$ cat src/rtl/config_loader.sv
// Streaming configuration writer: validates a framed word stream (header, payload, XOR
// checksum) and writes each payload word to its fabric config slot, committing on success.
module config_loader #(
  parameter int          WORD_W    = 32,
  parameter int          NUM_WORDS = 33,
  parameter int          ADDR_W    = 6,
  parameter logic [15:0] MAGIC     = 16'hC0F1
) (
  input  logic              clock,
  input  logic              reset,
  input  logic              start,
  input  logic [WORD_W-1:0] in_data,
  input  logic              in_valid,
  output logic              in_ready,
  output logic              cfg_we,
  output logic [ADDR_W-1:0] cfg_addr,
  output logic [WORD_W-1:0] cfg_data,
  output logic              cfg_commit,
  output logic              busy,
  output logic              done,
  output logic              error
);

  typedef enum logic [2:0] {
    S_IDLE,
    S_HEADER,
    S_LOAD,
    S_CHECK,
    S_DONE,
    S_ERROR
  } state_t;

  localparam logic [ADDR_W-1:0] LAST_IDX  = ADDR_W'(NUM_WORDS - 1);
  localparam logic [15:0]       HDR_COUNT = 16'(NUM_WORDS);

  state_t            r_state, w_state_nxt;
  logic [ADDR_W-1:0] r_idx, w_idx_nxt;
  logic [WORD_W-1:0] r_acc, w_acc_nxt;
  logic              r_we, w_we_nxt;
  logic [ADDR_W-1:0] r_addr, w_addr_nxt;
  logic [WORD_W-1:0] r_data, w_data_nxt;
  logic              r_commit, w_commit_nxt;
  logic              w_accept;
  logic              w_hdr_ok;

  // Ready, busy and the sticky status flags are pure decodes of the state register.
  assign in_ready   = (r_state == S_HEADER) || (r_state == S_LOAD) || (r_state == S_CHECK);
  assign busy       = in_ready;
  assign done       = (r_state == S_DONE);
  assign error      = (r_state == S_ERROR);
  assign w_accept   = in_valid & in_ready;
  assign w_hdr_ok   = (in_data[31:16] == MAGIC) && (in_data[15:0] == HDR_COUNT);

  assign cfg_we     = r_we;
  assign cfg_addr   = r_addr;
  assign cfg_data   = r_data;
  assign cfg_commit = r_commit;

  always_comb begin
    w_state_nxt  = r_state;
    w_idx_nxt    = r_idx;
    w_acc_nxt    = r_acc;
    w_we_nxt     = 1'b0;
    w_addr_nxt   = r_addr;
    w_data_nxt   = r_data;
    w_commit_nxt = 1'b0;
    unique case (r_state)
      S_IDLE, S_DONE, S_ERROR: begin
        if (start) w_state_nxt = S_HEADER;
      end
      S_HEADER: begin
        if (w_accept) begin
          if (w_hdr_ok) begin
            w_state_nxt = S_LOAD;
            w_idx_nxt   = '0;
            w_acc_nxt   = '0;
          end else begin
            w_state_nxt = S_ERROR;
          end
        end
      end
      S_LOAD: begin
        if (w_accept) begin
          w_we_nxt   = 1'b1;
          w_addr_nxt = r_idx;
          w_data_nxt = in_data;
          w_acc_nxt  = r_acc ^ in_data;
          // The index stops at the last slot, so it can never wrap into slot 0.
          if (r_idx == LAST_IDX) w_state_nxt = S_CHECK;
          else                   w_idx_nxt   = r_idx + 1'b1;
        end
      end
      S_CHECK: begin
        if (w_accept) begin
          if (in_data == r_acc) begin
            w_state_nxt  = S_DONE;
            w_commit_nxt = 1'b1;
          end else begin
            w_state_nxt = S_ERROR;
          end
        end
      end
      default: w_state_nxt = S_IDLE;
    endcase
  end

  always_ff @(posedge clock or posedge reset) begin
    if (reset) begin
      r_state  <= S_IDLE;
      r_idx    <= '0;
      r_acc    <= '0;
      r_we     <= 1'b0;
      r_addr   <= '0;
      r_data   <= '0;
      r_commit <= 1'b0;
    end else begin
      r_state  <= w_state_nxt;
      r_idx    <= w_idx_nxt;
      r_acc    <= w_acc_nxt;
      r_we     <= w_we_nxt;
      r_addr   <= w_addr_nxt;
      r_data   <= w_data_nxt;
      r_commit <= w_commit_nxt;
    end
  end

endmodule
$ cat config.mk
export PLATFORM = sky130hd
export DESIGN_NAME = config_loader
export DESIGN_NICKNAME = d
export VERILOG_FILES = /design/src/rtl/config_loader.sv
export SDC_FILE = /design/constraint.sdc
export NUM_CORES = 1
export LEC_CHECK = 0
export ABC_AREA = 1
export BUFFER_PORTS_ARGS = -buffer_cell sky130_fd_sc_hd__buf_2
export CAP_MARGIN = 20
export CORE_MARGIN = 4
export CORE_UTILIZATION = 50
export DETAILED_ROUTE_END_ITERATION = 8
export GPL_ROUTABILITY_DRIVEN = 0
export PLACE_DENSITY_LB_ADDON = 0.05
export SYNTH_ARGS = -nofsm -noshare
export SYNTH_HDL_FRONTEND = slang
export SYNTH_SLANG_ARGS = --single-unit
$ cat constraint.sdc
create_clock -name clock -period 2.26 [get_ports clock]
set_input_delay 0.226 -clock clock [delete_from_list [all_inputs] [get_ports clock]]
set_output_delay 0.226 -clock clock [all_outputs]
set_load 0.1 [all_outputs]
==> reports/metrics.csv, run 1 <==
stage,metric,value,unit
status,status,"complete, no violations",
detailed_routing,first_pass_iters,7,
sta,finalMaxSlewViolations,0,
sta,period_share,78.7,%
clock_tree,cts_root_buf,clkbuf_8,
floorplan,num_io_pins,80,
clock_tree,worstSkewPairLatency,0.36,ns
finish,mostFrequentLayoutCells,"nand2_1 (214), dfrtp_1 (81), buf_2 (79)",
detailed_routing,drt_iter0_drc,155,
sta,clock-skew-final,0.0105,ns
detailed_routing,vias,3394,
floorplan,die_x,99.2,µm
synthesis,synth_top_family_by_area,simple AND/OR/NAND/NOR gates,
detailed_routing,drt-total-wl,8850,µm
synthesis,ys_warn_count,0,
clock_tree,cts.htree.levels,3,
synthesis,ys_ff_latch,81,
clock_tree,cts_tree,done,
clock_tree,cts_buffer_depth,2,
placement,port_buffers,79,
detailed_routing,via_per_inst,4.76,
synthesis,synth_fp_nets,560,
finish,synthToLayoutAreaGrowth,17.1,%
synthesis,syn_area,4160,µm²
sta,fmax,563,MHz
floorplan,fp.dieArea,9850,µm²
placement,placed_cell_area,4650,µm²
critical_path,end_kind,output pin,
sta,setup_viol,0,
critical_path,critPathKind,register to output pin,
critical_path,cp-start-kind,register,
floorplan,fp.coreArea,8180,µm²
clock_tree,post_cts_buffers,0,
hold_path,holdCritPathClass,input port to register,
synthesis,synth_area_leader_cell,dfrtp_1,
placement,dp_hpwl,6600,µm
synthesis,synth_top_area_share,48.7,%
sta,slew_headroom,61.4,%
global_route,grt.total_usage,19.5,%
detailed_routing,drc,0,
clock_tree,numCtsBuffers,9,
synthesis,yosys-top-cells-area,"dfrtp_1 (49%), nand2_1 (19%), o21ai_2 (8.2%)",
global_route,grt_pass1_wl,15400,µm
critical_path,worst-endpoint-required,2.03,ns
finish,layout-drive-gt1-share,26.2,%
sta,worstMarginPinSlew,0.578,ns
global_route,grt_pass1_vias,3370,
detailed_routing,ant_nets,0,
detailed_routing,wl_per_cell,12.4,µm
synthesis,synth-adder-area-share,0.601,%
finish,num_antenna_cells,0,
global_route,gr-total-overflow,0,
sta,finalHoldViolCount,0,
sta,fin_crit,1.78,ns
critical_path,crit_fanout,6,
critical_path,cp_data_arrival_time,1.55,ns
clock_tree,cts_sinks,81,
synthesis,synth_cell_type_count,28,
synthesis,synth_compound_area_share,13.1,%
finish,final_common_cell,nand2_1,
synthesis,yosysSeqAreaShare,48.7,%
synthesis,synth_xor_area_share,0.842,%
global_route,grt_antenna_before_repair,0,
floorplan,initial_core_util,50.9,%
flow_run,maxCapViolCount,0,
synthesis,synth_cells,522,
synthesis,synth_mux_area_share,0,%
clock_tree,clkTransAtPathRegs,0.08,ns
finish,fin_nets,642,
sta,rsz0062_at_grt,false,
clock_tree,ctsHoldBuffers,1,
floorplan,num_rows,33,
global_route,grt_max_degree,38,
floorplan,die_h,99.2,µm
synthesis,synth_area_per_cell,7.97,µm²
finish,final_area,4870,µm²
synthesis,synthSimpleGateAreaFrac,26.9,%
clock_tree,cts_resized,0,
[cell type report]
type	instances	area, µm²
Clock buffer	12	145
Clock inverter	3	65.1
Fill cell	771	3300
Inverter	71	272
Multi-Input combinational cell	354	1720
Sequential cell	81	2030
Tap cell	105	131
Timing Repair Buffer	87	508
[worst max-delay path, cell delays in order, from the launching register on]
cell     delay [ns]
dfrtp_1        0.48
inv_1          0.11
nor3_1         0.15
buf_2          0.46
[per-layer routing]
layer	global-route usage (%)	up-vias	share of wire [%]
li1	-	1768	-
met1	27.3	1544	49
met2	29.6	70	44
met3	4.42	12	4.7
met4	7.46	0	1.8
met5	0	-	0
[worst paths after layout]
kind / slack, ns / endpoint / start / cells after the start
setup / recovery: 0.48 / done / r_state[2]$_DFFE_PP0P_ / 3
hold / removal: 0.13 / cfg_data[10]$_DFFE_PP0P_ / in_data[10] / 3
setup reg to reg: 0.49 / cfg_addr[3]$_DFFE_PP0P_ / r_state[1]$_DFFE_PP0P_ / 8
hold reg to reg: 0.47 / cfg_data[10]$_DFFE_PP0P_ / cfg_data[10]$_DFFE_PP0P_ / 2
max in group asynchronous: 1.22 / cfg_data[22]$_DFFE_PP0P_ / reset / 4
min in group asynchronous: 0.47 / cfg_data[8]$_DFFE_PP0P_ / reset / 3
[state kept, by name, indices dropped and copies added (netlist names)]
| name | count |
|---|---|
| cfg_data | 32 |
| r_acc | 32 |
| cfg_addr | 6 |
| r_idx | 6 |
| r_state | 3 |
| cfg_commit | 1 |
| cfg_we | 1 |
[cells by family after synthesis]
| kind of cell | Yosys count |
|---|---|
| and+or+nand+nor | 269 |
| DFF | 81 |
| xor gates and xnor gates | 4 |
| buffers and inverters | 87 |
| AOI/OAI and AO/OA | 79 |
| adders and majority gates | 2 |
[Yosys cell counts]
cell      count
nand3_4       1
buf_2         1
nor3_1       10
nand4_1       1
nand2_1     214
xnor2_1       4
a21oi_1       4
nor2_2        1
nor2_4        1
clkbuf_1      3
buf_4         2
nand3_2       1
o21ai_2      39
nand2_4       2
nand3b_1      1
ha_1          2
or2_2         1
o21ai_1      17
dfrtp_1      81
inv_1        66
o21ai_0      18
o21a_1        1
nand3_1       8
inv_2         5
nor2_1       20
nor2_8        1
nand2_2       7
buf_6        10
[metrics by stage]
step	hold WS (ns)	util, %	instances	worst slack (ns)	setup TNS (ns)
finish	0.125	59.6	713	0.482	0
global route	0.114	59.6	713	0.345	0
CTS	0.121	59.6	713	0.452	0
detailed placement	0.317	56.9	697	0.412	0
global placement	0.315	56.9	697	0.449	0
floorplan	0.343	-	522	-0.534	-1.55
Power of run 1 is not shown: default switching activity piles up to over one toggle a cycle in this logic, so the estimate is an artifact.
==> run 2, diff against run 1 <==
- CORE_UTILIZATION: 50 -> 55
- clock period: 2.26 -> 1.8 ns (I/O delays scaled with it)
==> run 2 against run 1 <==
Against the previous run:
- register-to-register slack got worse by 0.36 ns
- worst setup slack worse by 0.35 ns
- non-clock buffer count did not move
- final cell count shrank 0.70%
- utilization up 7.0 points
- global-route usage grew 1.2 points
- largest cell class unchanged
==> reports/metrics.csv, run 2 (synthesized netlist as in run 1, its figures left out) <==
stage,metric,value,unit,change
status,status,"complete, no violations",,
sta,fmax,601,MHz,
floorplan,die_x,95.0,µm,-4.3%
critical_path,slowest_delay,0.41,ns,-0.07 ns
clock_tree,worstSkewPairLatency,0.35,ns,about the same
global_route,grt_pass1_vias,3257,,-3.4%
floorplan,fp.coreArea,7290,µm²,-11%
detailed_routing,via_per_inst,4.83,,+1.4%
critical_path,crit_path_frequent_cell,nand2_2,,
global_route,grt.total_usage,20.7,%,+1.2 points
finish,final_cells,708,,-0.70%
detailed_routing,vias,3419,,+0.74%
finish,fin_util,66.6,%,+7.0 points
floorplan,num_rows,31,,-6.1%
finish,final_common_cell,nand2_1,,
sta,worstMarginPinSlew,0.493,ns,-0.0846 ns
critical_path,reg2reg_slack,0.13,ns,-0.36 ns
sta,fin_crit,1.67,ns,
global_route,grt_max_degree,82,,+120%
hold_path,holdCritPathClass,input port to register,,
critical_path,critPathKind,register to register,,
sta,slew_headroom,67.3,%,+5.9 points
critical_path,crit_fanout,12,,+6
critical_path,cp_data_arrival_time,1.89,ns,+0.34 ns
detailed_routing,drc,0,,unchanged
clock_tree,numCtsBuffers,9,,unchanged
critical_path,cpMaxStageDelayCell,dfrtp_1,,
global_route,grt_pass1_wl,14700,µm,-4.7%
sta,hold_ws,0.0848,ns,-0.0406 ns
flow_run,maxCapViolCount,0,,unchanged
sta,clock-skew-final,0.00790,ns,-0.00262 ns
critical_path,path_cells,"inv_2, nor2_2, nand2_2, nand2_4, nand2_2, o21a_1, nand3_2, nand2_1, o21ai_2",,
placement,port_buffers,79,,unchanged
sta,finalHoldViolCount,0,,unchanged
finish,synthToLayoutAreaGrowth,16.7,%,
sta,setup_viol,0,,unchanged
placement,dp_cells,691,,-0.86%
floorplan,die_h,95.0,µm,-4.3%
finish,mostFrequentLayoutCells,"nand2_1 (214), dfrtp_1 (81), buf_2 (77)",,
detailed_routing,first_pass_iters,7,,unchanged
clock_tree,clkTransAtPathRegs,0.08,ns,about the same
detailed_routing,drt_iter0_drc,194,,+25%
placement,dp_hpwl,6130,µm,-7.0%
sta,layout_setup_ws,0.135,ns,-0.348 ns
clock_tree,cts_tree,done,,
global_route,gr-total-overflow,0,,unchanged
clock_tree,post_cts_buffers,0,,unchanged
floorplan,initial_core_util,57.1,%,+6.2 points
sta,rsz0062_at_grt,false,,
floorplan,num_io_pins,80,,unchanged
sta,finalMaxSlewViolations,0,,unchanged
floorplan,fp.dieArea,9020,µm²,-8.4%
sta,period_share,92.5,%,
clock_tree,cts.htree.levels,3,,unchanged
clock_tree,cts_sinks,81,,unchanged
critical_path,end_kind,register,,
global_route,grt_antenna_before_repair,0,,unchanged
detailed_routing,wl_per_cell,12.2,µm,-1.3%
finish,layout-drive-gt1-share,26.6,%,+0.45 points
critical_path,cp-start-kind,register,,
detailed_routing,ant_nets,0,,unchanged
clock_tree,cts_buffer_depth,2,,unchanged
finish,nFillCells,649,,-16%
critical_path,worst-endpoint-required,2.03,ns,about the same
placement,place_ws,0.0792,ns,-0.333 ns
finish,fin_nets,642,,unchanged
finish,num_antenna_cells,0,,unchanged
detailed_routing,drt-total-wl,8670,µm,-2.0%
clock_tree,cts_root_buf,clkbuf_8,,
[run 2: cell types whose count changed in the layout (fill, tap and decap cells not counted), sizes merged]
cell	change
clkinv	+1
bufinv	-1
buf	-2
clkbuf	+3
[run 2: routing by layer]
layer  GRT usage [%]  up-vias  wire [µm]
met4            6.85        0         72
met2            31.7       92       3990
met5               0        -          0
met3            3.19       10        427
met1            30.1     1551       4180
li1                -     1766          -
[run 2: area by class of cell]
| cell class | instances | area, µm² | area share (%) |
|---|---|---|---|
| Timing Repair Buffer | 87 | 500 | 10.3 |
| Sequential cell | 81 | 2030 | 41.7 |
| Clock inverter | 3 | 40.0 | 0.824 |
| Inverter | 71 | 272 | 5.59 |
| Tap cell | 99 | 124 | 2.55 |
| Multi-Input combinational cell | 354 | 1750 | 35.9 |
| Clock buffer | 13 | 149 | 3.07 |
[run 2: stage by stage]
step / area [µm²] / setup TNS (ns)
6_report: 4860 / 0
5_1_grt: 4860 / 0
4_1_cts: 4850 / 0
3_5_place_dp: 4650 / 0
3_3_place_gp: 4650 / 0
2_1_floorplan: 4190 / -0.331
[run 2: timing repair]
action,4_1_cts,5_1_grt
hold buffers,1,0
resized for setup,0,2
setup endpoints to repair,0,2
endpoints found under the hold margin,81,0
[run 2: critical path: cells and delay by family, from the launching register on]
| family | cells | cell delay, ns |
|---|---|---|
| AND/OR/NAND/NOR | 6 | 0.78 |
| flip-flops | 1 | 0.41 |
| AO/OA/AOI/OAI | 2 | 0.20 |
| buffers and inverters | 1 | 0.15 |
[run 2: final timing paths]
kind                                    startpoint                        to  depth (start not counted)
max reg2reg                 r_state[0]$_DFFE_PP0P_      r_idx[1]$_DFFE_PP0P_                          9
min in group asynchronous                    reset   cfg_data[5]$_DFFE_PP0P_                          4
max                         r_state[0]$_DFFE_PP0P_      r_idx[1]$_DFFE_PP0P_                          9
min reg2reg                cfg_data[0]$_DFFE_PP0P_   cfg_data[0]$_DFFE_PP0P_                          2
max in group asynchronous                    reset      r_idx[4]$_DFFE_PP0P_                          4
min                                    in_data[10]  cfg_data[10]$_DFFE_PP0P_                          3
Power of run 2 is left out for the same reason.
==> run 3, diff against run 2 <==
- CORE_UTILIZATION: 55 -> 50
==> run 3 against run 2 <==
Against the previous run:
- via count decreased by 0.38%
- final cell count increased by 1.3%
- flip-flop and latch count unchanged
- maximum frequency increased by 0.31%
- worst hold slack improved by 0.0071 ns
- die area increased by 9.1%
- worst setup slack improved by 0.0052 ns
- utilization decreased by 6.3 points
- sequential share of layout area decreased by 0.62 points
- global-route usage decreased by 1.5 points
==> reports/metrics.csv, run 3 (synthesized netlist as in run 1, its figures left out) <==
stage,metric,value,unit,change
floorplan,num_io_pins,80,,unchanged
sta,clock-skew-final,0.00815,ns,+0.000253 ns
clock_tree,cts_tree,done,,
detailed_routing,wl_per_cell,12.2,µm,about the same
sta,rsz0062_at_grt,false,,
sta,worstMarginPinSlew,0.521,ns,+0.0273 ns
critical_path,cpMaxStageDelayCell,dfrtp_1,,
critical_path,cp-start-kind,register,,
finish,final_cells,717,,+1.3%
critical_path,critPathKind,register to output pin,,
finish,fin_nets,645,,+0.47%
critical_path,slowest_delay,0.53,ns,+0.12 ns
critical_path,reg2reg_slack,0.24,ns,+0.11 ns
detailed_routing,ant_nets,0,,unchanged
clock_tree,cts.htree.levels,3,,unchanged
finish,synthToLayoutAreaGrowth,18.5,%,
floorplan,initial_core_util,50.9,%,-6.2 points
critical_path,reg2reg_to,r_acc[21]$_DFFE_PP0P_,,
global_route,grt_max_degree,70,,-15%
floorplan,fp.dieArea,9850,µm²,+9.1%
detailed_routing,drc,0,,unchanged
flow_run,maxCapViolCount,0,,unchanged
clock_tree,worstSkewPairLatency,0.35,ns,about the same
clock_tree,cts_buffer_depth,2,,unchanged
floorplan,die_x,99.2,µm,+4.5%
detailed_routing,via_per_inst,4.75,,-1.6%
critical_path,path_depth,3,,-6
clock_tree,cts_sinks,81,,unchanged
sta,fin_crit,1.66,ns,-0.00520 ns
sta,setup_viol,0,,unchanged
floorplan,fp.coreArea,8180,µm²,+12%
floorplan,die_h,99.2,µm,+4.5%
critical_path,crit_end,done,,
detailed_routing,first_pass_iters,4,,-3
status,status,"complete, no violations",,
finish,layout-drive-gt1-share,27.1,%,+0.52 points
sta,finalHoldViolCount,0,,unchanged
critical_path,crit_family,flip-flops,,
placement,dp_hpwl,6450,µm,+5.2%
placement,dp_cells,700,,+1.3%
sta,finalMaxSlewViolations,0,,unchanged
global_route,grt.total_usage,19.2,%,-1.5 points
finish,fin_util,60.3,%,-6.3 points
critical_path,cp_data_arrival_time,1.48,ns,-0.41 ns
critical_path,worst-endpoint-required,1.62,ns,-0.41 ns
global_route,gr-total-overflow,0,,unchanged
finish,nFillCells,765,,+18%
critical_path,path_cells,"inv_1, nor3_2, clkbuf_4",,
detailed_routing,vias,3406,,-0.38%
sta,period_share,92.2,%,-0.29 points
critical_path,worst-r2r-cell-count,6,,-3
finish,mostFrequentLayoutCells,"nand2_1 (214), dfrtp_1 (81), buf_2 (77)",,
critical_path,crit_buf_inv,2,,+1
global_route,grt_antenna_before_repair,0,,unchanged
clock_tree,numCtsBuffers,9,,unchanged
detailed_routing,drt-total-wl,8770,µm,+1.2%
sta,fmax,602,MHz,+0.31%
clock_tree,cts_root_buf,clkbuf_8,,
finish,final_common_cell,nand2_1,,
hold_path,holdCritPathClass,input port to register,,
finish,num_antenna_cells,0,,unchanged
floorplan,num_rows,33,,+6.5%
critical_path,crit_fanout,6,,-6
sta,slew_headroom,65.2,%,-2.1 points
global_route,grt_pass1_vias,3306,,+1.5%
detailed_routing,drt_iter0_drc,92,,-53%
placement,port_buffers,79,,unchanged
global_route,grt_pass1_wl,15200,µm,+3.6%
critical_path,end_kind,output pin,,
critical_path,crit_start,r_state[2]$_DFFE_PP0P_,,
clock_tree,clkTransAtPathRegs,0.08,ns,about the same
clock_tree,post_cts_buffers,0,,unchanged
critical_path,r2r_start,r_state[2]$_DFFE_PP0P_,,
run 3: layer usage:
| metal | vias to the layer above | track usage [%] | routed length [µm] |
|---|---|---|---|
| met3 | 9 | 3.44 | 385 |
| li1 | 1779 | - | - |
| met4 | 0 | 7.46 | 136 |
| met5 | - | 0 | 0 |
| met2 | 67 | 30.9 | 4080 |
| met1 | 1551 | 25.8 | 4170 |
run 3: metrics by stage:
step | TNS [ns] | hold WS (ns) | worst slack [ns] | instance area, µm²
3_5_place_dp | 0 | 0.256 | 0.200 | 4710
6_report | 0 | 0.0919 | 0.140 | 4930
3_3_place_gp | 0 | 0.253 | 0.239 | 4710
2_1_floorplan | -0.331 | 0.297 | -0.166 | 4190
4_1_cts | 0 | 0.0816 | 0.0399 | 4930
5_1_grt | 0 | 0.0979 | 0.0492 | 4930
run 3: worst min-delay path, delay by kind of cell:
kind / cells / cell delay, ns
simple gates: 2 / 0.12
buf+inv: 1 / 0.12
run 3: worst min path at each step:
| stage | end | slack (ns) | startpoint | cells past startpoint |
|---|---|---|---|---|
| detailed placement | cfg_data[5]$_DFFE_PP0P_ | 0.26 | reset | 2 |
| global route | cfg_data[0]$_DFFE_PP0P_ | 0.1 | in_data[0] | 3 |
| floorplan | cfg_data[0]$_DFFE_PP0P_ | 0.30 | in_data[0] | 2 |
| finish | cfg_data[3]$_DFFE_PP0P_ | 0.09 | in_data[3] | 3 |
| CTS | cfg_data[3]$_DFFE_PP0P_ | 0.08 | in_data[3] | 3 |
| global placement | r_acc[8]$_DFFE_PP0P_ | 0.25 | reset | 2 |
run 3: cell type report:
cell class / count / area (µm²) / share of cell area [%]
Multi-Input combinational cell: 354 / 1750 / 35.4
Inverter: 71 / 272 / 5.51
Timing Repair Buffer: 90 / 548 / 11.1
Tap cell: 105 / 131 / 2.66
Clock buffer: 14 / 173 / 3.50
Sequential cell: 81 / 2030 / 41.1
Clock inverter: 2 / 35.0 / 0.710
run 3: repair_timing:
item                                    CTS  global route
resized for setup                         0             2
hold buffers                              1             0
endpoints found under the hold margin    19             0
endpoints found under the setup margin    0             2
Power of run 3 is left out for the same reason.
